`config.mk`:
```
export PLATFORM = sky130hd
export DESIGN_NAME = bisr_output_merge_os_flat
export DESIGN_NICKNAME = d
export VERILOG_FILES = /design/src/rtl/bisr_output_merge_os_pkg.sv /design/src/rtl/bisr_output_merge_os_if.sv /design/src/rtl/bisr_output_merge_os_patch_arbiter.sv /design/src/rtl/bisr_output_merge_os.sv /design/src/flat_wrapper.sv
export SDC_FILE = /design/constraint.sdc
export NUM_CORES = 1
export LEC_CHECK = 0
export ABC_AREA = 0
export CAP_MARGIN = 10
export CELL_PAD_IN_SITES_DETAIL_PLACEMENT = 1
export CELL_PAD_IN_SITES_GLOBAL_PLACEMENT = 2
export CORE_MARGIN = 1
export CORE_UTILIZATION = 25
export CTS_CLUSTER_DIAMETER = 150
export DETAILED_ROUTE_END_ITERATION = 8
export GPL_TIMING_DRIVEN = 0
export HOLD_SLACK_MARGIN = 0.12
export PLACE_DENSITY = 0.63
export SLEW_MARGIN = 20
export SYNTH_ARGS = -nofsm -noshare
export SYNTH_HDL_FRONTEND = slang
export SYNTH_SLANG_ARGS = --single-unit
export TNS_END_PERCENT = 20
```
`constraint.sdc`:
```
create_clock -name clk -period 5.9 [get_ports clk]
set_input_delay 1.77 -clock clk [delete_from_list [all_inputs] [get_ports clk]]
set_output_delay 1.77 -clock clk [all_outputs]
set_load 0.03 [all_outputs]
```
`src/rtl/bisr_output_merge_os_pkg.sv`:
```
// Shared types, array geometry and bus-field helpers for the BISR output merge stage.
package bisr_output_merge_os_pkg;

  localparam int ROWS      = 4;
  localparam int COLS      = 4;
  localparam int WORD_SIZE = 16;
  localparam int NUM_RU    = 4;

  localparam int ROW_W = $clog2(ROWS);
  localparam int MAP_W = $clog2(COLS);
  localparam int CNT_W = $clog2(ROWS * COLS + 1);

  typedef enum logic [1:0] {
    ST_IDLE,
    ST_CAPTURE,
    ST_PATCH_WAIT,
    ST_STREAM
  } state_e;

  typedef logic [WORD_SIZE-1:0]            word_t;
  typedef logic [MAP_W-1:0]                map_t;
  typedef logic [COLS-1:0][WORD_SIZE-1:0]  row_t;

  function automatic word_t ru_word(input logic [NUM_RU*WORD_SIZE-1:0] bus, input int i);
    return bus[i*WORD_SIZE +: WORD_SIZE];
  endfunction

  function automatic map_t ru_map(input logic [NUM_RU*MAP_W-1:0] bus, input int i);
    return bus[i*MAP_W +: MAP_W];
  endfunction

  // Mapping fields are sized for columns, so rows are range-checked explicitly.
  function automatic logic in_range(input map_t row, input map_t col);
    return ({1'b0, row} < (MAP_W+1)'(ROWS)) && ({1'b0, col} < (MAP_W+1)'(COLS));
  endfunction

endpackage

```
`src/rtl/bisr_output_merge_os_if.sv`:
```
// Row-streaming valid/ready bus carrying the corrected matrix out of the merge stage.
interface bisr_output_merge_os_if;
  import bisr_output_merge_os_pkg::*;

  logic                      out_valid;
  logic                      out_ready;
  logic [COLS*WORD_SIZE-1:0] out_row_data;
  logic [ROW_W-1:0]          out_row_idx;
  logic                      out_last;

  modport master (output out_valid, out_row_data, out_row_idx, out_last, input out_ready);
  modport slave  (input out_valid, out_row_data, out_row_idx, out_last, output out_ready);
endinterface

```
`src/rtl/bisr_output_merge_os_patch_arbiter.sv`:
```
// Resolves accepted RU patches into per-cell write enables and data; higher RU index wins.
module bisr_patch_arbiter
  import bisr_output_merge_os_pkg::*;
(
  input  logic [NUM_RU-1:0]           accept,
  input  logic [NUM_RU*MAP_W-1:0]     ru_row_mapping,
  input  logic [NUM_RU*MAP_W-1:0]     ru_col_mapping,
  input  logic [NUM_RU*WORD_SIZE-1:0] rcm_bottom_out,
  output logic [ROWS-1:0][COLS-1:0]   cell_we,
  output row_t [ROWS-1:0]             cell_data
);

  always_comb begin
    // NOTE: outputs get a default before any conditional write so no latch is inferred.
    cell_we   = '0;
    cell_data = '0;
    for (int i = 0; i < NUM_RU; i++) begin
      map_t r;
      map_t c;
      r = ru_map(ru_row_mapping, i);
      c = ru_map(ru_col_mapping, i);
      if (accept[i] && in_range(r, c)) begin
        cell_we[ROW_W'(r)][c]   = 1'b1;
        cell_data[ROW_W'(r)][c] = ru_word(rcm_bottom_out, i);
      end
    end
  end

endmodule

```
`src/rtl/bisr_output_merge_os.sv`:
```
// Captures drained rows, overlays recompute-unit patches and streams the corrected matrix.
// Optional patch_count statistics output is enabled with BISR_MERGE_PATCH_STATS_EN.
module bisr_output_merge_os
  import bisr_output_merge_os_pkg::*;
(
  input  logic                      clk,
  input  logic                      rst,
  input  logic                      start,
  input  logic [NUM_RU-1:0]         ru_active,
  input  logic                      drain_valid,
  input  logic [COLS*WORD_SIZE-1:0] systolic_bottom_out,
  input  logic [NUM_RU-1:0]         ru_output_valid,
  input  logic [NUM_RU*WORD_SIZE-1:0] rcm_bottom_out,
  input  logic [MAP_W*NUM_RU-1:0]   ru_col_mapping,
  input  logic [MAP_W*NUM_RU-1:0]   ru_row_mapping,
  bisr_output_merge_os_if.master    out_if,
  output logic                      busy
`ifdef BISR_MERGE_PATCH_STATS_EN
  ,
  output logic [CNT_W-1:0]          patch_count
`endif
);

  state_e                   state_q, state_d;
  logic [NUM_RU-1:0]        expect_q, expect_d;
  logic [NUM_RU-1:0]        done_q, done_d;
  logic [ROWS-1:0][COLS-1:0] patched_q, patched_d;
  row_t                     buf_q [ROWS];
  row_t                     buf_d [ROWS];
  logic [ROW_W-1:0]         cap_row_q, cap_row_d;
  logic                     out_valid_q, out_valid_d;
  row_t                     out_row_data_q, out_row_data_d;
  logic [ROW_W-1:0]         out_row_idx_q, out_row_idx_d;
  logic                     out_last_q, out_last_d;

  logic                      patch_phase;
  logic [NUM_RU-1:0]         accept;
  logic [ROWS-1:0][COLS-1:0] cell_we;
  row_t [ROWS-1:0]           cell_data;
  row_t                      drain_row;
  logic [ROW_W-1:0]          nxt_row;

  assign patch_phase = (state_q == ST_CAPTURE) || (state_q == ST_PATCH_WAIT);
  assign accept      = patch_phase ? (ru_output_valid & expect_q & ~done_q) : '0;
  assign drain_row   = row_t'(systolic_bottom_out);
  assign nxt_row     = out_row_idx_q + 1'b1;

  bisr_patch_arbiter u_arbiter (
    .accept         (accept),
    .ru_row_mapping (ru_row_mapping),
    .ru_col_mapping (ru_col_mapping),
    .rcm_bottom_out (rcm_bottom_out),
    .cell_we        (cell_we),
    .cell_data      (cell_data)
  );

  always_comb begin
    state_d        = state_q;
    expect_d       = expect_q;
    patched_d      = patched_q;
    buf_d          = buf_q;
    cap_row_d      = cap_row_q;
    out_valid_d    = out_valid_q;
    out_row_data_d = out_row_data_q;
    out_row_idx_d  = out_row_idx_q;
    out_last_d     = out_last_q;
    // Out-of-range patches still retire their RU; they just write no cell.
    done_d         = done_q | accept;

    for (int r = 0; r < ROWS; r++) begin
      for (int c = 0; c < COLS; c++) begin
        if (cell_we[r][c]) begin
          buf_d[r][c]     = cell_data[r][c];
          patched_d[r][c] = 1'b1;
        end
      end
    end

    unique case (state_q)
      ST_IDLE: begin
        if (start) begin
          state_d   = ST_CAPTURE;
          expect_d  = ru_active;
          patched_d = '0;
          done_d    = '0;
          cap_row_d = '0;
        end
      end
      ST_CAPTURE: begin
        if (drain_valid) begin
          // A patch owns its cell whether it landed earlier or in this same cycle.
          for (int c = 0; c < COLS; c++) begin
            if (!patched_q[cap_row_q][c] && !cell_we[cap_row_q][c]) begin
              buf_d[cap_row_q][c] = drain_row[c];
            end
          end
          cap_row_d = cap_row_q + 1'b1;
          if (cap_row_q == ROW_W'(ROWS - 1)) state_d = ST_PATCH_WAIT;
        end
      end
      ST_PATCH_WAIT: begin
        if ((done_q & expect_q) == expect_q) begin
          state_d        = ST_STREAM;
          out_valid_d    = 1'b1;
          out_row_idx_d  = '0;
          out_row_data_d = buf_q[0];
          out_last_d     = (ROWS == 1);
        end
      end
      ST_STREAM: begin
        if (out_valid_q && out_if.out_ready) begin
          if (out_last_q) begin
            state_d     = ST_IDLE;
            out_valid_d = 1'b0;
            out_last_d  = 1'b0;
          end else begin
            out_row_idx_d  = nxt_row;
            out_row_data_d = buf_q[nxt_row];
            out_last_d     = (nxt_row == ROW_W'(ROWS - 1));
          end
        end
      end
      default: state_d = ST_IDLE;
    endcase
  end

  always_ff @(posedge clk) begin
    if (!rst) begin
      state_q        <= ST_IDLE;
      expect_q       <= '0;
      done_q         <= '0;
      patched_q      <= '0;
      cap_row_q      <= '0;
      out_valid_q    <= 1'b0;
      out_row_data_q <= '0;
      out_row_idx_q  <= '0;
      out_last_q     <= 1'b0;
      // NOTE: the result buffer is small and must read back as zero after reset, so it is cleared here rather than left as an unreset RAM.
      for (int r = 0; r < ROWS; r++) buf_q[r] <= '0;
    end else begin
      // NOTE: non-blocking assignments keep every flop sampling pre-edge values.
      state_q        <= state_d;
      expect_q       <= expect_d;
      done_q         <= done_d;
      patched_q      <= patched_d;
      cap_row_q      <= cap_row_d;
      out_valid_q    <= out_valid_d;
      out_row_data_q <= out_row_data_d;
      out_row_idx_q  <= out_row_idx_d;
      out_last_q     <= out_last_d;
      for (int r = 0; r < ROWS; r++) buf_q[r] <= buf_d[r];
    end
  end

  assign out_if.out_valid    = out_valid_q;
  assign out_if.out_row_data = out_row_data_q;
  assign out_if.out_row_idx  = out_row_idx_q;
  assign out_if.out_last     = out_last_q;
  assign busy                = (state_q != ST_IDLE);

`ifdef BISR_MERGE_PATCH_STATS_EN
  localparam int unsigned CNT_MAX = (1 << CNT_W) - 1;

  logic [CNT_W-1:0] patch_count_q, patch_count_d;

  // Cell enables are already one-hot per cell, so a multi-RU collision counts once.
  always_comb begin
    int unsigned total;
    total = 32'(patch_count_q);
    for (int r = 0; r < ROWS; r++) begin
      for (int c = 0; c < COLS; c++) begin
        total = total + 32'(cell_we[r][c]);
      end
    end
    patch_count_d = (total > CNT_MAX) ? CNT_W'(CNT_MAX) : CNT_W'(total);
  end

  always_ff @(posedge clk) begin
    if (!rst) patch_count_q <= '0;
    else      patch_count_q <= patch_count_d;
  end

  assign patch_count = patch_count_q;
`endif

endmodule

```
`src/flat_wrapper.sv`:
```
// flat-port wrapper written by rule: the top's interface ports become plain ports
module bisr_output_merge_os_flat import bisr_output_merge_os_pkg::*;
  (clk, rst, start, ru_active, drain_valid, systolic_bottom_out, ru_output_valid, rcm_bottom_out, ru_col_mapping, ru_row_mapping, busy, out_if_out_valid, out_if_out_row_data, out_if_out_row_idx, out_if_out_last, out_if_out_ready);
  bisr_output_merge_os_if out_if_i ();
  input  logic clk;
  input  logic rst;
  input  logic start;
  input  logic [NUM_RU-1:0] ru_active;
  input  logic drain_valid;
  input  logic [COLS*WORD_SIZE-1:0] systolic_bottom_out;
  input  logic [NUM_RU-1:0] ru_output_valid;
  input  logic [NUM_RU*WORD_SIZE-1:0] rcm_bottom_out;
  input  logic [MAP_W*NUM_RU-1:0] ru_col_mapping;
  input  logic [MAP_W*NUM_RU-1:0] ru_row_mapping;
  output logic busy;
  output wire logic [$bits(out_if_i.out_valid)-1:0] out_if_out_valid;
  output wire logic [$bits(out_if_i.out_row_data)-1:0] out_if_out_row_data;
  output wire logic [$bits(out_if_i.out_row_idx)-1:0] out_if_out_row_idx;
  output wire logic [$bits(out_if_i.out_last)-1:0] out_if_out_last;
  input wire logic [$bits(out_if_i.out_ready)-1:0] out_if_out_ready;
  assign out_if_out_valid = out_if_i.out_valid;
  assign out_if_out_row_data = out_if_i.out_row_data;
  assign out_if_out_row_idx = out_if_i.out_row_idx;
  assign out_if_out_last = out_if_i.out_last;
  assign out_if_i.out_ready = out_if_out_ready;
  bisr_output_merge_os u_core (.clk(clk), .rst(rst), .start(start), .ru_active(ru_active), .drain_valid(drain_valid), .systolic_bottom_out(systolic_bottom_out), .ru_output_valid(ru_output_valid), .rcm_bottom_out(rcm_bottom_out), .ru_col_mapping(ru_col_mapping), .ru_row_mapping(ru_row_mapping), .out_if(out_if_i), .busy(busy));
endmodule
```
* After elaboration in Yosys (flattened, before gate mapping)
Cells that the tools add are included.
Storage, ports and cells: bits of input ports 157, output and inout port bits 69, register bits 352
Cells by class: reduce and logical (&&, ||, !) cells 33, magnitude comparators 20, muxes and demuxes 137, add/subtract/negate cells 2, eq/ne operators 13, bitwise logic cells 11
Operator list (count):
- 256-bit 2-to-1 mux | 16
- 256-bit bitwise mux | 7
- 64-bit demux with 2-bit select | 8
- 64-bit 2-to-1 mux | 10
- 16-bit 2-to-1 mux | 27
- 256-bit bitwise AND | 1
- 64-bit binary-select mux with 2-bit select | 1
- 16-bit demux with 2-bit select | 4
- 64-bit case mux with 2 select lines | 1
- 48-bit 2-to-1 mux | 1
- 16-bit bitwise OR | 3
- 4-bit 2-to-1 mux | 9
- 4-bit demux with 2-bit select | 4
- 32-bit 2-to-1 mux | 1
- 2-bit by 3-bit less-than comparator with 1-bit output (second input constant) | 9
- 1-bit 2-to-1 mux | 26
- 2-bit 2-to-1 mux | 11
- 4-bit binary-select mux with 2-bit select | 2
- 2-bit by 1-bit >= comparator with 1-bit output (second input constant) | 8
- 1-bit logical AND | 14
- 4-bit bitwise AND | 3
- 2-bit inequality test (second input constant) | 5
- 1-bit demux with 2-bit select | 4
- 2-bit equality test (second input constant) | 4
- 20 further kinds | 37

* Depth between registers and ports, before layout
depth in word-level cells 32, depth in mapped cells 14

* Modules after synthesis
From an unflattened synthesis, not the netlist that was laid out.
Second synthesis, totals: cells, all modules 3590, area total of the unflattened synthesis 27759.1 um^2
By module, submodules not included:
- bisr_output_merge_os | area an instance 17677.0 um^2, cells each 1820, seq. area each 7046.8 um^2, times used 1
- bisr_patch_arbiter | area an instance 10082.2 um^2, cells each 1770, seq. area each 0.0 um^2, times used 1

* Worst setup path after synthesis
OpenSTA, ideal clock, no wires.
kind input to register, start point input port ru_output_valid[1], end point register u_core.buf_q[22] (netlist name), setup time 0.124 ns, arrival 3.927 ns, stages on the path 11, path buffers 5, setup slack 1.850 ns, required time 5.776 ns, path through and4b_1 > buf_2 > and3_1 > buf_1 > or4_1 > buf_2 > a221oi_4 > nand3b_1 > buf_4 > buf_6 > mux2i_1
On the way: longest elaborated chain between the ends 27, elaborated cells on any way between the ends 40, those cells by class mux: 28; bitwise: 4; reduce/logical: 8
Ends and longest elaborated chain:
- start: declaration | line flat_wrapper.sv:11 | input logic [NUM_RU-1:0] ru_output_valid;
- 4-bit bitwise AND * (2 in series) | line bisr_output_merge_os.sv:44 | assign accept = patch_phase ? (ru_output_valid & expect_q & ~done_q) : '0;
- 4-bit 2-to-1 mux * | line bisr_output_merge_os.sv:44
- 16-bit 2-to-1 mux | line bisr_output_merge_os_patch_arbiter.sv:22 | if (accept[i] && in_range(r, c)) begin
- 16-bit bitwise OR (no line)
- 16-bit 2-to-1 mux | line bisr_output_merge_os_patch_arbiter.sv:22
- 16-bit bitwise OR (no line)
- 16-bit 2-to-1 mux | line bisr_output_merge_os_patch_arbiter.sv:22
- 4-bit binary-select mux with 2-bit select | line bisr_output_merge_os.sv:93 | if (!patched_q[cap_row_q][c] && !cell_we[cap_row_q][c]) begin
- (+10 left out)
- 256-bit bitwise mux | line bisr_output_merge_os.sv:94 | buf_d[cap_row_q][c] = drain_row[c];
- 256-bit 2-to-1 mux | line bisr_output_merge_os.sv:93
- 256-bit 2-to-1 mux | line bisr_output_merge_os.sv:90 | if (drain_valid) begin
- 256-bit 2-to-1 mux | line bisr_output_merge_os.sv:79 | unique case (state_q)
- 256-bit bitwise mux | line bisr_output_merge_os.sv:94
- 256-bit 2-to-1 mux | line bisr_output_merge_os.sv:93
- 256-bit 2-to-1 mux | line bisr_output_merge_os.sv:90
- 256-bit 2-to-1 mux * | line bisr_output_merge_os.sv:79
Mark *: on every way between the ends. The rest lies on a longest branch, timed or not. The select of a mux whose other input is x is not followed. A chain may end at the register's enable or synchronous reset.

* Worst setup path after layout
start point input port ru_output_valid[1], end point register u_core.buf_q[149] (netlist name)
On the way: longest elaborated chain between the ends 27, elaborated cells on any way between the ends 40, those cells by class mux: 28; bitwise: 4; reduce/logical: 8
Ends and longest elaborated chain (line):
- 4-bit bitwise AND * (2 in series) | bisr_output_merge_os.sv:44
- 4-bit 2-to-1 mux * | bisr_output_merge_os.sv:44
- 16-bit 2-to-1 mux | bisr_output_merge_os_patch_arbiter.sv:22
- 16-bit bitwise OR (no line)
- 16-bit 2-to-1 mux | bisr_output_merge_os_patch_arbiter.sv:22
- 16-bit bitwise OR (no line)
- 16-bit 2-to-1 mux | bisr_output_merge_os_patch_arbiter.sv:22
- 4-bit binary-select mux with 2-bit select | bisr_output_merge_os.sv:93
- (+10 left out)
- 256-bit bitwise mux | bisr_output_merge_os.sv:94
- 256-bit 2-to-1 mux | bisr_output_merge_os.sv:93
- 256-bit 2-to-1 mux | bisr_output_merge_os.sv:90
- 256-bit 2-to-1 mux | bisr_output_merge_os.sv:79
- 256-bit bitwise mux | bisr_output_merge_os.sv:94
- 256-bit 2-to-1 mux | bisr_output_merge_os.sv:93
- 256-bit 2-to-1 mux | bisr_output_merge_os.sv:90
- 256-bit 2-to-1 mux * | bisr_output_merge_os.sv:79
Marks and branches as above.

==> key figures <==
Layout
  – Fin nets: roughly 3,700
  – Area grow syn2layout: 22.3%
  – Commonest non-fill, non-tap cell in the layout: nand2_1
  – Share of post-route cells with drive strength above 1: under 10%
  – Design Area, Final: around 0.031 mm^2
  – Commonest non-fill, non-tap cells in the layout: nand2_1 (478), dfxtp_1 (352), clkbuf_1 (308), o21ai_0 (285), mux2i_1 (243)
  – Final core utilization: a little under a third
  – Fin cells: approximately 5,000

Timing
  – Final hold vios: 0
  – Final setup vio count: 18
  – Final max-slew violation count: 0
  – Min Hold Slack: roughly 0.45 ns
  – Fin worst setup slack: -0.0752 ns
  – Worst-Margin Slew: 1.40 ns
  – Final min period: roughly 6 ns
  – RSZ-0062 raised after global routing: true
  – Slew headroom: 6.99%
  – Final Skew: ~0.020 ns
  – Setup TNS: -0.664 ns
  – Crit share post-route: 101%
  – F_max: 167 MHz

Power
  – Leakage power total: ~11 nW
  – Pwr Density: 252 mW/mm^2
  – Worst vdd ir: approximately 0.00013 V
  – Tot Pwr: around 7.8 mW

Hold path
  – Hold WC Path Type: flop to flop

Yosys
  – Syn_nets: around 3,500
  – Cell variety after synth: 84
  – Syn Std Cell Area: roughly 0.025 mm^2
  – FF+latch count, synth: 352
  – Synth Warn #: 0
  – Post-synthesis sequential area ratio: 27.7%
  – FFs w/ async S/R, synth: 0%
  – EDFF count, synth: 0
  – Area leader, netlist: dfxtp_1
  – Yosys top cell area share: roughly 28%
  – Post-Syn Area per Cell: 7.64 um^2
  – Synth Instances: 3,325
  – Post-synth top flop: dfxtp_1
  – Synth top area cells: dfxtp_1 (28%), mux2i_1 (9.6%), nand2_1 (7.1%), a221oi_1 (5.9%), o21ai_0 (5.6%)

CTS
  – Post-CTS Setup Bufs: 0
  – CTS tree: done
  – CTS Buffer Depth: 3
  – Hold buffers post-CTS: 0
  – TritonCTS sink count: ~350
  – Root Driver: clkbuf_16
  – Reg clk slew, reported paths: around 0.060 ns
  – CTS Buf Count: 47
  – # H-tree levels: 2
  – Worst skew pair latency: 0.64 ns

Critical path
  – Reg2reg setup slack: roughly 0.18 ns
  – CP arrival: approximately 6.5 ns
  – Peak fanout along the critical path: 10
  – Crit end category: flop
  – Crit path required time: about 6.4 ns
  – Crit Path Category: primary input to flop
  – Crit start category: primary input

Floorplan
  – Die area: approximately 0.10 mm^2
  – Row count: approximately 120
  – Core area: approximately 0.1 mm^2
  – Die Wd: about 320 um
  – # IOs: between 200 and 250
  – Initial Util: between 20% and 30%
  – Die Y: 321 um

Placement
  – Placed cell count: 4,890
  – Number of port buffers: approximately 190
  – Global placer's final weighted congestion: 1.03
  – Dpl hpwl: between 100 and 150 mm
  – Area after DPL: roughly 0.029 mm^2
  – Setup WS pre-CTS: -0.420 ns

Run status
  – Failing checks: negative setup slack
  – Status: finished, violations left

Global route
  – Global router's overall resource usage: between 30% and 40%
  – Global-route wire length before repair: roughly 260 mm
  – Total global routing overflow: 0
  – Vias in the first global route: approximately 30,000
  – Largest net degree at the start of global routing: 12
  – Antenna violations before repair: 14

Run
  – Max_cap viols: 0

Routing
  – DRC: 0
  – Initial DRC count: between 4,000 and 5,000
  – Via count: 31,400
  – Drt via density: around 6.3
  – Post-route ant nets: 0
  – DRT Pass-1 Iters: 8
  – WL/cell: between 30 and 40 um
  – DRT Wirelength: 195 mm
[report_power, final]
group,internal (mW),switching (mW)
clock,1.87,1.26
combinational,0.554,1.53
sequential,2.53,0.0985
total,4.95,2.89
[synthesized netlist by cell type (all sizes together) (22+ instances only)]
master,n
nand2,479
clkbuf,364
dfxtp,352
o21ai,285
mux2i,243
a221oi,174
nor2,165
a21oi,155
o221ai,123
o211ai,116
buf,74
a21boi,71
nand3,69
o22ai,66
a22o,50
nor3,49
mux2,47
inv,46
and2,38
and3,34
a21o,28
a221o,27
a31oi,22
[worst max-delay path: stages]
cell and delay, ns:
clkdlybuf4s50_1 0.51, and4b_1 0.20, buf_2 0.30, buf_2 0.33, clkbuf_1 0.56, clkbuf_1 0.56
clkbuf_1 0.65, nand4_1 0.57, clkbuf_1 0.41, nand3_1 0.16, a21oi_1 0.09, o21ai_0 0.22
mux2i_1 0.10
[area by class of cell]
class	instances	area [um^2]
repair buffers	208	2150
multi-input cells	2488	16500
diodes	18	45.0
inverters	47	176
flip-flops and latches	352	7050
clock buffers	67	1370
well taps	1357	1700
clock inverters	14	224
plain buffers	437	1900
fillers	12200	69300
[cell families after synthesis]
family	Yosys count	synth area share, %
AOI/OAI and AO/OA	1214	33.9
adders and majority gates	9	0.443
buffers and inverters	485	7.83
DFF	352	27.7
muxes	294	12.0
and+or+nand+nor	971	18.2
[routing by layer]
metal / wire, um / GRT usage (%) / vias up
li1: - / - / 13100
met1: 81000 / 47.9 / 15900
met2: 78400 / 52.3 / 1963
met3: 19300 / 8.53 / 469
met4: 16000 / 26.0 / 4
met5: 34 / 0 / -
[worst paths after layout]
check / startpoint / to / depth (start not counted)
worst max-delay path: ru_output_valid[1] / u_core.buf_q[149] / 13
worst min-delay path: u_core.patched_q[8] / u_core.patched_q[8] / 2
worst max register to register: u_core.out_if.out_row_idx[0] / u_core.out_if.out_row_data[62] / 11
worst min register to register: u_core.patched_q[8] / u_core.patched_q[8] / 2
[flip-flops by register name, indices dropped and copies added (netlist names)]
name	cells
u_core.buf_q	256
u_core.cap_row_q	2
u_core.done_q	4
u_core.expect_q	4
u_core.out_if.out_last	1
u_core.out_if.out_row_data	64
u_core.out_if.out_row_idx	2
u_core.out_if.out_valid	1
u_core.patched_q	16
u_core.state_q	2
[timing repair]
item,in CTS,in global routing
setup endpoints to repair,11,10
resized for setup,1,3
endpoints found under the hold margin,0,0
pin swaps,0,0
(Power assumes the default switching activity.)
